**src/rtl/axis_rr_pkt_mux_pkg.sv**
```systemverilog
// ---------------------------------------------------------------------------
// axis_mux_pkg
// Shared definitions for the round-robin AXI-Stream packet multiplexer.
//   state_t : two-state arbitration FSM encoding (ST_IDLE / ST_LOCK)
//   MAX_CH  : largest number of slave channels the mux is built for
// ---------------------------------------------------------------------------
package axis_mux_pkg;

    typedef enum logic {
        ST_IDLE = 1'b0,
        ST_LOCK = 1'b1
    } state_t;

    localparam int MAX_CH = 16;

endpackage

```
**src/rtl/axis_rr_pkt_mux_rr_arbiter.sv**
```systemverilog
// ---------------------------------------------------------------------------
// rr_arbiter
// Combinational cyclic-priority search. The channel just after i_ptr has the
// highest priority, i_ptr itself the lowest (the search wraps NUM_CH-1 -> 0).
// Ports:
//   i_req    [NUM_CH] request vector (one bit per channel)
//   i_ptr    [CH_W]   last granted channel
//   o_grant  [CH_W]   winning channel index (0 when nothing requests)
//   o_anyReq          at least one request bit is set
// ---------------------------------------------------------------------------
module rr_arbiter
    import axis_mux_pkg::*;
#(
    parameter  int NUM_CH = 4,
    localparam int CH_W   = $clog2(NUM_CH)
) (
    input  logic [NUM_CH-1:0] i_req,
    input  logic [CH_W-1:0]   i_ptr,
    output logic [CH_W-1:0]   o_grant,
    output logic              o_anyReq
);

    localparam int ARB_N = (NUM_CH < MAX_CH) ? NUM_CH : MAX_CH;

    int w_dist;
    int w_bestDist;

    // Each requester gets a distance from the pointer: 0 for the channel right
    // after it, NUM_CH-1 for the pointer itself. The smallest distance wins,
    // which is exactly the cyclic search order without a variable rotate.
    always_comb begin
        o_grant    = '0;
        o_anyReq   = 1'b0;
        w_dist     = 0;
        w_bestDist = 0;
        for (int c = 0; c < ARB_N; c++) begin
            if (i_req[c]) begin
                w_dist = (c + NUM_CH - 1 - int'(i_ptr)) % NUM_CH;
                if (!o_anyReq || (w_dist < w_bestDist)) begin
                    w_bestDist = w_dist;
                    o_grant    = CH_W'(c);
                    o_anyReq   = 1'b1;
                end
            end
        end
    end

endmodule

```
**src/rtl/axis_rr_pkt_mux.sv**
```systemverilog
// ---------------------------------------------------------------------------
// axis_rr_pkt_mux
// N-input AXI-Stream packet multiplexer with round-robin arbitration. One
// channel is granted at a time and keeps the grant until its s_last beat is
// accepted; every packet boundary costs one IDLE arbitration cycle. The master
// side is a single registered output slice that can load and drain in the
// same cycle, giving one beat per cycle inside a packet.
// Ports:
//   clk, reset          rising-edge clock, asynchronous active-high reset
//   s_data/valid/last   packed per-channel slave inputs (channel i data at
//                       bits [i*DATA_W +: DATA_W])
//   s_ready             per-channel ready, only ever set for the granted one
//   m_data/valid/last   registered master outputs
//   m_ready             master backpressure
//   m_id                source channel of the current master beat
// Build option: define AXIS_MUX_ID_EN to add the m_id port and its register.
// ---------------------------------------------------------------------------
module axis_rr_pkt_mux
    import axis_mux_pkg::*;
#(
    parameter  int NUM_CH = 4,
    parameter  int DATA_W = 8,
    localparam int CH_W   = $clog2(NUM_CH)
) (
    input  logic                     clk,
    input  logic                     reset,
    input  logic [NUM_CH*DATA_W-1:0] s_data,
    input  logic [NUM_CH-1:0]        s_valid,
    input  logic [NUM_CH-1:0]        s_last,
    output logic [NUM_CH-1:0]        s_ready,
    output logic [DATA_W-1:0]        m_data,
    output logic                     m_valid,
    output logic                     m_last,
    input  logic                     m_ready
`ifdef AXIS_MUX_ID_EN
    ,
    output logic [CH_W-1:0]          m_id
`endif
);

    state_t              r_state;
    state_t              w_nextState;
    logic [CH_W-1:0]     r_grant;
    logic [CH_W-1:0]     r_rrPtr;
    logic [CH_W-1:0]     w_arbGrant;
    logic                w_anyReq;
    logic                w_loadOk;
    logic                w_accept;
    logic                w_selValid;
    logic                w_selLast;
    logic [DATA_W-1:0]   w_selData;
    logic [DATA_W-1:0]   r_mData;
    logic                r_mValid;
    logic                r_mLast;

    rr_arbiter #(
        .NUM_CH (NUM_CH)
    ) u_arb (
        .i_req    (s_valid),
        .i_ptr    (r_rrPtr),
        .o_grant  (w_arbGrant),
        .o_anyReq (w_anyReq)
    );

    // The output slot can take a new beat when it is empty or being drained
    // this cycle; this keeps s_ready independent of s_valid.
    assign w_loadOk = !r_mValid || m_ready;

    // Pick the granted channel's slave signals with constant indices so the
    // mux stays a plain compare-and-select per channel.
    always_comb begin
        w_selValid = 1'b0;
        w_selLast  = 1'b0;
        w_selData  = '0;
        for (int c = 0; c < NUM_CH; c++) begin
            if (r_grant == CH_W'(c)) begin
                w_selValid = s_valid[c];
                w_selLast  = s_last[c];
                w_selData  = s_data[c*DATA_W +: DATA_W];
            end
        end
    end

    // Next-state and slave-ready decode. IDLE spends one cycle arbitrating;
    // LOCK forwards beats from the granted channel until its last beat.
    always_comb begin
        w_nextState = r_state;
        s_ready     = '0;
        w_accept    = 1'b0;
        case (r_state)
            ST_IDLE: begin
                if (w_anyReq) begin
                    w_nextState = ST_LOCK;
                end
            end
            ST_LOCK: begin
                for (int c = 0; c < NUM_CH; c++) begin
                    if (r_grant == CH_W'(c)) begin
                        s_ready[c] = w_loadOk;
                    end
                end
                w_accept = w_selValid && w_loadOk;
                if (w_accept && w_selLast) begin
                    w_nextState = ST_IDLE;
                end
            end
            default: w_nextState = ST_IDLE;
        endcase
    end

    // State register plus grant/pointer capture. The pointer starts at the
    // last channel so channel 0 wins the first arbitration after reset.
    always_ff @(posedge clk or posedge reset) begin
        if (reset) begin
            r_state <= ST_IDLE;
            r_grant <= '0;
            r_rrPtr <= CH_W'(NUM_CH - 1);
        end else begin
            r_state <= w_nextState;
            if ((r_state == ST_IDLE) && w_anyReq) begin
                r_grant <= w_arbGrant;
                r_rrPtr <= w_arbGrant;
            end
        end
    end

    // Output slice: data/last only change on a load, so they hold under
    // backpressure; valid drops only when drained with nothing new loaded.
    always_ff @(posedge clk or posedge reset) begin
        if (reset) begin
            r_mData  <= '0;
            r_mValid <= 1'b0;
            r_mLast  <= 1'b0;
        end else if (w_accept) begin
            r_mData  <= w_selData;
            r_mValid <= 1'b1;
            r_mLast  <= w_selLast;
        end else if (r_mValid && m_ready) begin
            r_mValid <= 1'b0;
        end
    end

    assign m_data  = r_mData;
    assign m_valid = r_mValid;
    assign m_last  = r_mLast;

`ifdef AXIS_MUX_ID_EN
    logic [CH_W-1:0] r_mId;

    // Source index travels with the beat it describes.
    always_ff @(posedge clk or posedge reset) begin
        if (reset) begin
            r_mId <= '0;
        end else if (w_accept) begin
            r_mId <= r_grant;
        end
    end

    assign m_id = r_mId;
`endif

endmodule
```
**config.mk**
```make
export PLATFORM = sky130hd
export DESIGN_NAME = axis_rr_pkt_mux
export DESIGN_NICKNAME = d
export VERILOG_FILES = /design/src/rtl/axis_rr_pkt_mux_pkg.sv /design/src/rtl/axis_rr_pkt_mux_rr_arbiter.sv /design/src/rtl/axis_rr_pkt_mux.sv
export SDC_FILE = /design/constraint.sdc
export NUM_CORES = 1
export LEC_CHECK = 0
export BUFFER_PORTS_ARGS = -buffer_cell sky130_fd_sc_hd__buf_2
export CORE_MARGIN = 4
export CORE_UTILIZATION = 40
export CTS_CLUSTER_DIAMETER = 120
export DETAILED_ROUTE_END_ITERATION = 8
export PLACE_DENSITY = 0.75
export SLEW_MARGIN = 20
export SYNTH_ARGS = -nofsm -noshare
export SYNTH_HDL_FRONTEND = slang
export SYNTH_SLANG_ARGS = --single-unit
```
**constraint.sdc**
```tcl
create_clock -name clk -period 3.6 [get_ports clk]
set_input_delay 0 -clock clk [delete_from_list [all_inputs] [get_ports clk]]
set_output_delay 0 -clock clk [all_outputs]
set_load 0.02 [all_outputs]
```
## Word-level counts from Yosys, hierarchy flattened

Cells that the tools add are included.
Widths: inputs -> output; s select.

- Bits in registers: 15
- Bits in latches: 0
- Bits in writable memories: 0
- ROM bits: 0
- Input bits: 43
- Output and inout port bits: 14
- Word-level logic and storage cells: 80
- Memories kept: 0

- Add/sub/neg operators: 4
- $mul: 0
- Div/mod/pow operators: 0
- Magnitude comparators: 3
- Eq/ne operators: 3
- Shift-type cells: 0
- Mux-type cells: 41
- Bitwise gates (word level): 5
- Reductions and logical operators: 18

Operators by type and width:

| kind | count |
|---|---|
| $mux 32 | 5 |
| $lt 3x32->1 | 3 |
| $mux 8 | 4 |
| $mux 1 | 25 |
| $sub 3x2->4 const A | 3 |
| $mux 2 | 5 |
| $reduce_or 2->1 | 4 |
| $and 1x1->1 | 4 |
| $eq 2x2->1 const B | 2 |
| $logic_and 1x1->1 | 4 |
| $logic_not 1->1 | 4 |
| $logic_or 1x1->1 | 4 |
| $mux 4 | 1 |
| $sub 2x2->3 const A | 1 |
| $eq 2x1->1 const B | 1 |
| $logic_not 2->1 | 1 |
| $pmux 1 s2 | 1 |
| $reduce_bool 2->1 | 1 |
| $not 1->1 | 1 |

## Depth between registers and ports, before layout

Gate-level depths: netlist (run 1).

- Word-level depth: 18
- Mapped depth: 16
- Gate-level depth less buffers: 16

## By module

A second synthesis (run 1) with hierarchy kept.

- Cells, all modules: 97
- Area, all modules: 1,097.3 um^2

By module, submodules not included:

| module | instances | cells each | area each (um^2) | sequential area each (um^2) |
|---|---|---|---|---|
| axis_rr_pkt_mux | 1 | 66 | 894.6 | 377.9 |
| rr_arbiter | 1 | 31 | 202.7 | 0.0 |

## Worst setup path after synthesis (run 1)

Ideal clock, no wire load.

- Path kind: register to register
- From: register r_rrPtr[1]
- To: register r_grant[1]
- Library setup time: 0.119 ns
- Arrival: 3.377 ns
- Required time: 3.481 ns
- Slack: 0.104 ns
- Stages on the path, launching flop included: 17
- Clock period less this slack: 3.496 ns
- Cells stage by stage: dfstp_2 xnor2_1 inv_1 ha_1 a21o_1 a21boi_0 mux2_2 ha_1 o22ai_1 a22oi_1 nor2_1 a21o_1 ha_1 nand2_1 o2bb2ai_1 o211ai_1 o21a_1

- Word-level cells in the longest chain between the ends: 17

RTL lines:

| item | line | source |
|---|---|---|
| start: declaration | axis_rr_pkt_mux.sv:44 | `logic [CH_W-1:0] r_rrPtr;` |
| start signal: assignment | axis_rr_pkt_mux.sv:117 | `r_rrPtr <= CH_W'(NUM_CH - 1);` |
| start signal: assignment | axis_rr_pkt_mux.sv:122 | `r_rrPtr <= w_arbGrant;` |
| $sub 2x2->3 | axis_rr_pkt_mux_rr_arbiter.sv:38 | `w_dist = (c + NUM_CH - 1 - int'(i_ptr)) % NUM_CH;` |
| $reduce_or 2->1 (no line) | -- |  |
| $and 1x1->1 (no line) | -- |  |
| $mux 32 | axis_rr_pkt_mux_rr_arbiter.sv:37 | `if (i_req[c]) begin` |
| $lt 3x32->1 | axis_rr_pkt_mux_rr_arbiter.sv:39 | `if (!o_anyReq \|\| (w_dist < w_bestDist)) begin` |
| $logic_or 1x1->1 | axis_rr_pkt_mux_rr_arbiter.sv:39 |  |
| $mux 32 or $mux 1 (tied branches) | axis_rr_pkt_mux_rr_arbiter.sv:39 |  |
| $mux 32 or $mux 1 (tied branches) | axis_rr_pkt_mux_rr_arbiter.sv:37 |  |
| $lt 3x32->1 or $logic_not 1->1 (tied branches) | axis_rr_pkt_mux_rr_arbiter.sv:39 |  |
| $logic_or 1x1->1 | axis_rr_pkt_mux_rr_arbiter.sv:39 |  |
| $mux 32 or $mux 1 (tied branches) | axis_rr_pkt_mux_rr_arbiter.sv:39 |  |
| $mux 32 or $mux 1 (tied branches) | axis_rr_pkt_mux_rr_arbiter.sv:37 |  |
| $lt 3x32->1 or $logic_not 1->1 (tied branches) | axis_rr_pkt_mux_rr_arbiter.sv:39 |  |
| $logic_or 1x1->1 | axis_rr_pkt_mux_rr_arbiter.sv:39 |  |
| $mux 1 | axis_rr_pkt_mux_rr_arbiter.sv:39 |  |
| $mux 1 | axis_rr_pkt_mux_rr_arbiter.sv:37 |  |
| $logic_and 1x1->1 | axis_rr_pkt_mux.sv:120 | `if ((r_state == ST_IDLE) && w_anyReq) begin` |
| end signal: assignment | axis_rr_pkt_mux.sv:121 | `r_grant <= w_arbGrant;` |
| end: declaration | axis_rr_pkt_mux.sv:43 | `logic [CH_W-1:0] r_grant;` |

Several ways; a longest one is shown, not always the timed one.
A chain may end at the register's enable or synchronous reset.

## Worst setup path in the final report (run 1)

- From: register r_rrPtr[1]
- To: register r_grant[0]

The elaborated chain is that of the path after synthesis.

==> flow_summary.ini, run 1 <==
[outcome]
outcome = finished, final reports clean

[critical_path]
worst-setup-path-type = reg2reg
crit_path_end_kind = flip-flop
startpoint = r_rrPtr[1]$_DFFE_PP1P_
required_ns = 3.75
start_kind = flip-flop
critPathMaxFanout = 4
r2r-start = r_rrPtr[1]$_DFFE_PP1P_
arrival_ns = 3.65

[global_routing]
antenna_found_initial = 0
grt_first_pass_wirelength_um = 4380
grt_pass1_vias = 983
overflow = 0
grt_max_degree = 16
gr-usage-all-layers_pct = 16.0

[final_layout]
drive_gt1_share_pct = 61.7
utilization_pct = 61.0
n_fill_cell = 203
nets = 196
diodes = 0
area_growth_pct = 42.5
design_area_um2 = 1540

[floorplanning]
io_pins = 57
num_rows = 18
die_x_um = 60.0
die_y_um = 60.0
die_area_um2 = 3590
coreArea_um2 = 2520
start_util_pct = 42.8

[sta]
skew_ns = 0.00446
fmax_ghz = 0.286
timing.setup.tns_ns = 0
slew_headroom_pct = 57.3
finalHoldViolations = 0
finalSetupViolCount = 0
drv_slew = 0
finalCritPeriodShare_pct = 97.2
worst_pin_slew_ns = 0.640
min_period_ns = 3.50

[synthesis]
synth_cell_types = 35
yosys_register_bits = 15
synth_nets = 130
synth_edf_count = 0
synth.avg_cell_area_um2 = 12.9
synthesis.area_um2 = 1080
synth_flop_cell = dfrtp_1
seq_area_frac_synth_pct = 35.0
yosys_warnings = 0
syn_inst = 84
ys_async_sr_fraction_pct = 100

[hold_path]
min_from = s_valid[3]
hold_class = in2reg

[clock_tree]
cts_buffers = 3
tritoncts = built
clock-root-buffer = clkbuf_4
cts.clk_slew.worst_paths_ns = 0.08
clock_latency_ns = 0.27
htreeDepth = 1
cts_sinks = 15
clock_path_buffers = 2

[routing]
drc = 0
vias = 970
via_per_inst = 5.42
drtIter0Drc = 39
postRouteAntennaNets = 0
wl_um = 2720
wire_per_inst_um = 15.2
drt_pass1_iterations = 4

[pwr]
ir_worst_vdd_v = 0.000578
p_leak_nw = 0.758
p_per_area_nw_per_um2 = 957
p_total_mw = 1.47

[placed_design]
placed_cell_area_um2 = 1370
place_congestion = 0.894
io_buffers = 56
dp_hpwl_um = 2050

[flow_run]
maxCapViolations = 0
-- path summary, 6_finish.rpt --
check / endpoint / slack, ns / cells past startpoint
setup / recovery: r_grant[0]$_DFFE_PP0P_ / 0.10 / 16
hold / removal: r_state$_DFF_PP0_ / 0.14 / 4
setup reg to reg: r_grant[0]$_DFFE_PP0P_ / 0.10 / 16
hold reg to reg: m_data[1]$_DFFE_PP0P_ / 0.50 / 1
max in group asynchronous: r_rrPtr[1]$_DFFE_PP1P_ / 2.92 / 3
min in group asynchronous: r_state$_DFF_PP0_ / 0.31 / 3
-- logic make-up after synthesis --
family,after synthesis,share of synthesized area (%)
simple gates,24,12.4
mux,20,34.4
compound gates,15,9.73
flops,15,35.0
buf+inv,6,4.17
fa+ha+maj,3,3.48
xor+xnor,1,0.811
-- final cells by class --
cell class	instances	area [um^2]	area share, %
Multi-Input combinational cell	63	741	48.1
Sequential cell	15	378	24.6
Timing Repair Buffer	64	345	22.4
Tap cell	30	37.5	2.44
Clock buffer	4	26.3	1.71
Inverter	3	11.3	0.732
-- synthesized netlist by cell type, drive strengths merged (2+ instances only) --
library cell	number	area (um^2)
a21oi	2	10.0
a21o	3	22.5
o21a	2	15.0
nor3	2	10.0
nor2	6	22.5
mux4	10	259
nand2	7	33.8
ha	3	37.5
mux2	10	113
dfstp	2	52.6
dfrtp	13	325
buf	3	33.8
inv	3	11.3
-- report_power, final --
group	total, mW	switching (mW)	internal (mW)	leakage (nW)
sequential	0.375	0.108	0.266	0.170
combinational	1.01	0.463	0.545	0.573
clock	0.0904	0.0476	0.0429	0.0150
total	1.47	0.618	0.854	0.758
-- state kept, by name, summed over array words and instances (netlist names) --
name	cells
m_valid	1
m_data	8
r_grant	2
m_last	1
r_state	1
r_rrPtr	2
-- routing by layer --
layer	routed length [um]	global-route usage (%)
met1	1110	20.5
met4	27	5.70
met3	246	1.30
met2	1330	28.1
met5	0	0
-- repair_timing --
action | 4_1_cts | 5_1_grt
gates resized for setup | 3 | 11
hold buffers | 2 | 0
buffers inserted | 3 | 2
pin swaps | 0 | 5
endpoints found under the setup margin | 4 | 4
endpoints found under the hold margin | 14 | 0
-- through the flow --
step / std cells / hold slack [ns] / setup WS [ns]
floorplan: 84 / -0.100 / 0.104
global placement: 168 / 0.0847 / 0.0549
detailed placement: 168 / 0.0813 / -0.117
CTS: 177 / 0.120 / 0.00718
global route: 179 / 0.157 / -0.00766
finish: 179 / 0.143 / 0.100
-- layout by cell type (no fill, tap or decap), drive strengths merged, types with 2 or more instances in the layout --
cell type    Yosys  final
dfstp            2      2
clkbuf           0      4
a21oi            2      2
inv              3      3
nor3             2      2
o21a             2      2
mux2            10     10
dfrtp           13     13
buf              3     62
dlygate4sd3      0      2
mux4            10     10
nor2             6      6
nand2            7      7
ha               3      3
a21o             3      3
-- worst max-delay path: stages, from the launching register on --
cell and delay, ns:
dfstp_2 0.60, buf_4 0.14, nand2b_4 0.13, ha_4 0.20, a21o_1 0.17, a21boi_2 0.16
mux2_4 0.32, ha_1 0.29, o22ai_2 0.14, a22oi_2 0.11, buf_4 0.17, a21o_1 0.20
ha_4 0.28, nand2_1 0.06, o2bb2ai_2 0.14, a21o_1 0.19, a21oi_2 0.07
Note: power is estimated with default switching activity, not from simulation.
==> inputs of run 2 (changes only) <==
--- a/config.mk
+++ b/config.mk
@@ -6,9 +6,11 @@
 export NUM_CORES = 1
 export LEC_CHECK = 0
 export BUFFER_PORTS_ARGS = -buffer_cell sky130_fd_sc_hd__buf_2
+export CORE_ASPECT_RATIO = 0.6
 export CORE_MARGIN = 4
 export CORE_UTILIZATION = 40
 export CTS_CLUSTER_DIAMETER = 120
+export CTS_CLUSTER_SIZE = 40
 export DETAILED_ROUTE_END_ITERATION = 8
 export PLACE_DENSITY = 0.75
 export SLEW_MARGIN = 20
==> flow_summary.ini, run 2 (synthesis gave the netlist of run 1 again) <==
[outcome]
outcome = finished, final reports clean

[floorplanning]
die_x_um = 75.1
coreArea_um2 = 2540
die_area_um2 = 3620
die_y_um = 48.2
io_pins = 57
num_rows = 14
start_util_pct = 42.5

[pwr]
ir_worst_vdd_v = 0.000414
p_leak_nw = 0.760
p_total_mw = 1.58
p_per_area_nw_per_um2 = 1010

[global_routing]
antenna_found_initial = 0
overflow = 0
grt_pass1_vias = 953
gr-usage-all-layers_pct = 16.6
grt_max_degree = 16
grt_first_pass_wirelength_um = 4280

[routing]
wire_per_inst_um = 16.1
via_per_inst = 5.43
wl_um = 2920
postRouteAntennaNets = 0
drtIter0Drc = 37
drc = 0
vias = 983
drt_pass1_iterations = 4

[critical_path]
startpoint = r_rrPtr[1]$_DFFE_PP1P_
required_ns = 3.71
r2r_end = r_grant[0]$_DFFE_PP0P_
start_kind = flip-flop
worst-setup-path-type = reg2reg
critPathMaxFanout = 3
worst-r2r-cell-count = 16
arrival_ns = 3.63
ff2ff_setup_slack_ns = 0.08
r2r-start = r_rrPtr[1]$_DFFE_PP1P_
crit_path_end_kind = flip-flop

[sta]
slew_headroom_pct = 55.1
worst_pin_slew_ns = 0.674
finalHoldViolations = 0
drv_slew = 0
skew_ns = 0.00548
fmax_ghz = 0.284
finalCritPeriodShare_pct = 97.8
hold_slack_ns = 0.0124
finalSetupViolCount = 0
min_period_ns = 3.52

[clock_tree]
cts_buffers = 3
tritoncts = built
cts_sinks = 15
clock_path_buffers = 2
htreeDepth = 1
clock_latency_ns = 0.25
cts.clk_slew.worst_paths_ns = 0.06
clock-root-buffer = clkbuf_8

[final_layout]
final_common_cell = buf_2
drive_gt1_share_pct = 61.7
most-common-layout-cells = buf_2 (56), dfrtp_1 (13), mux4_1 (9), mux2_2 (9), buf_4 (7)
area_growth_pct = 44.4
utilization_pct = 61.4
largest_reg_flops = 8
nets = 196
fin_cells = 181
diodes = 0

[placed_design]
dp_hpwl_um = 2150
io_buffers = 56
place_congestion = 0.720
dp_cells = 170

[hold_path]
hold_depth = 3
whs_endpoint = m_valid$_DFFE_PP0P_
hold_class = in2reg
min_from = m_ready

[flow_run]
maxCapViolations = 0
-- run 2: power by group --
group / switching (mW) / internal (mW)
logic: 0.492 / 0.569
registers: 0.117 / 0.267
clock network: 0.0551 / 0.0784
total: 0.664 / 0.914
-- run 2: worst max-delay path by stage --
stage / end / depth (start not counted)
global placement: r_grant[1]$_DFFE_PP0P_ / 16
detailed placement: r_grant[1]$_DFFE_PP0P_ / 16
CTS: r_grant[0]$_DFFE_PP0P_ / 16
floorplan: r_grant[1]$_DFFE_PP0P_ / 16
global route: r_grant[0]$_DFFE_PP0P_ / 16
finish: r_grant[0]$_DFFE_PP0P_ / 16
-- run 2: per-stage QoR --
stage / worst slack (ns) / TNS, ns / cell area (um^2)
after global placement: 0.0823 / 0 / 1370
after global routing: -0.0688 / -0.182 / 1560
after detailed placement: -0.208 / -0.759 / 1370
final: 0.0803 / 0 / 1560
after floorplan: 0.104 / 0 / 1080
after CTS: 0.0237 / 0 / 1490
-- run 2: routing by layer --
| layer | wire (um) | GRT usage (%) |
|---|---|---|
| met1 | 1160 | 17.8 |
| met2 | 1310 | 28.2 |
| met3 | 328 | 6.58 |
| met4 | 132 | 11.3 |
| met5 | 0 | 0 |
-- run 2: final cells by class --
type                            count  area (um^2)
Fill cell                         203          981
Multi-Input combinational cell     63          742
Sequential cell                    15          378
Timing Repair Buffer               64          343
Clock buffer                        4         45.0
Tap cell                           32         40.0
Inverter                            3         11.3
-- run 2: critical path, cell delays in order (launching register included) --
cell and delay, ns:
dfstp_2 0.59, xnor2_4 0.15, inv_2 0.07, ha_4 0.24, a21o_1 0.18, a21boi_2 0.17
mux2_4 0.34, ha_4 0.27, o22ai_2 0.07, a22oi_2 0.24, nor2_1 0.08, a21o_1 0.20
ha_4 0.30, nand2_1 0.07, o2bb2ai_2 0.17, a21o_1 0.17, a21oi_1 0.08
-- run 2: repair_timing --
action / CTS / global route
setup endpoints to repair: 4 / 4
buffers inserted: 3 / 3
pin swaps: 2 / 8
gates resized for setup: 6 / 7
endpoints found under the hold margin: 13 / 0
hold buffers: 1 / 0
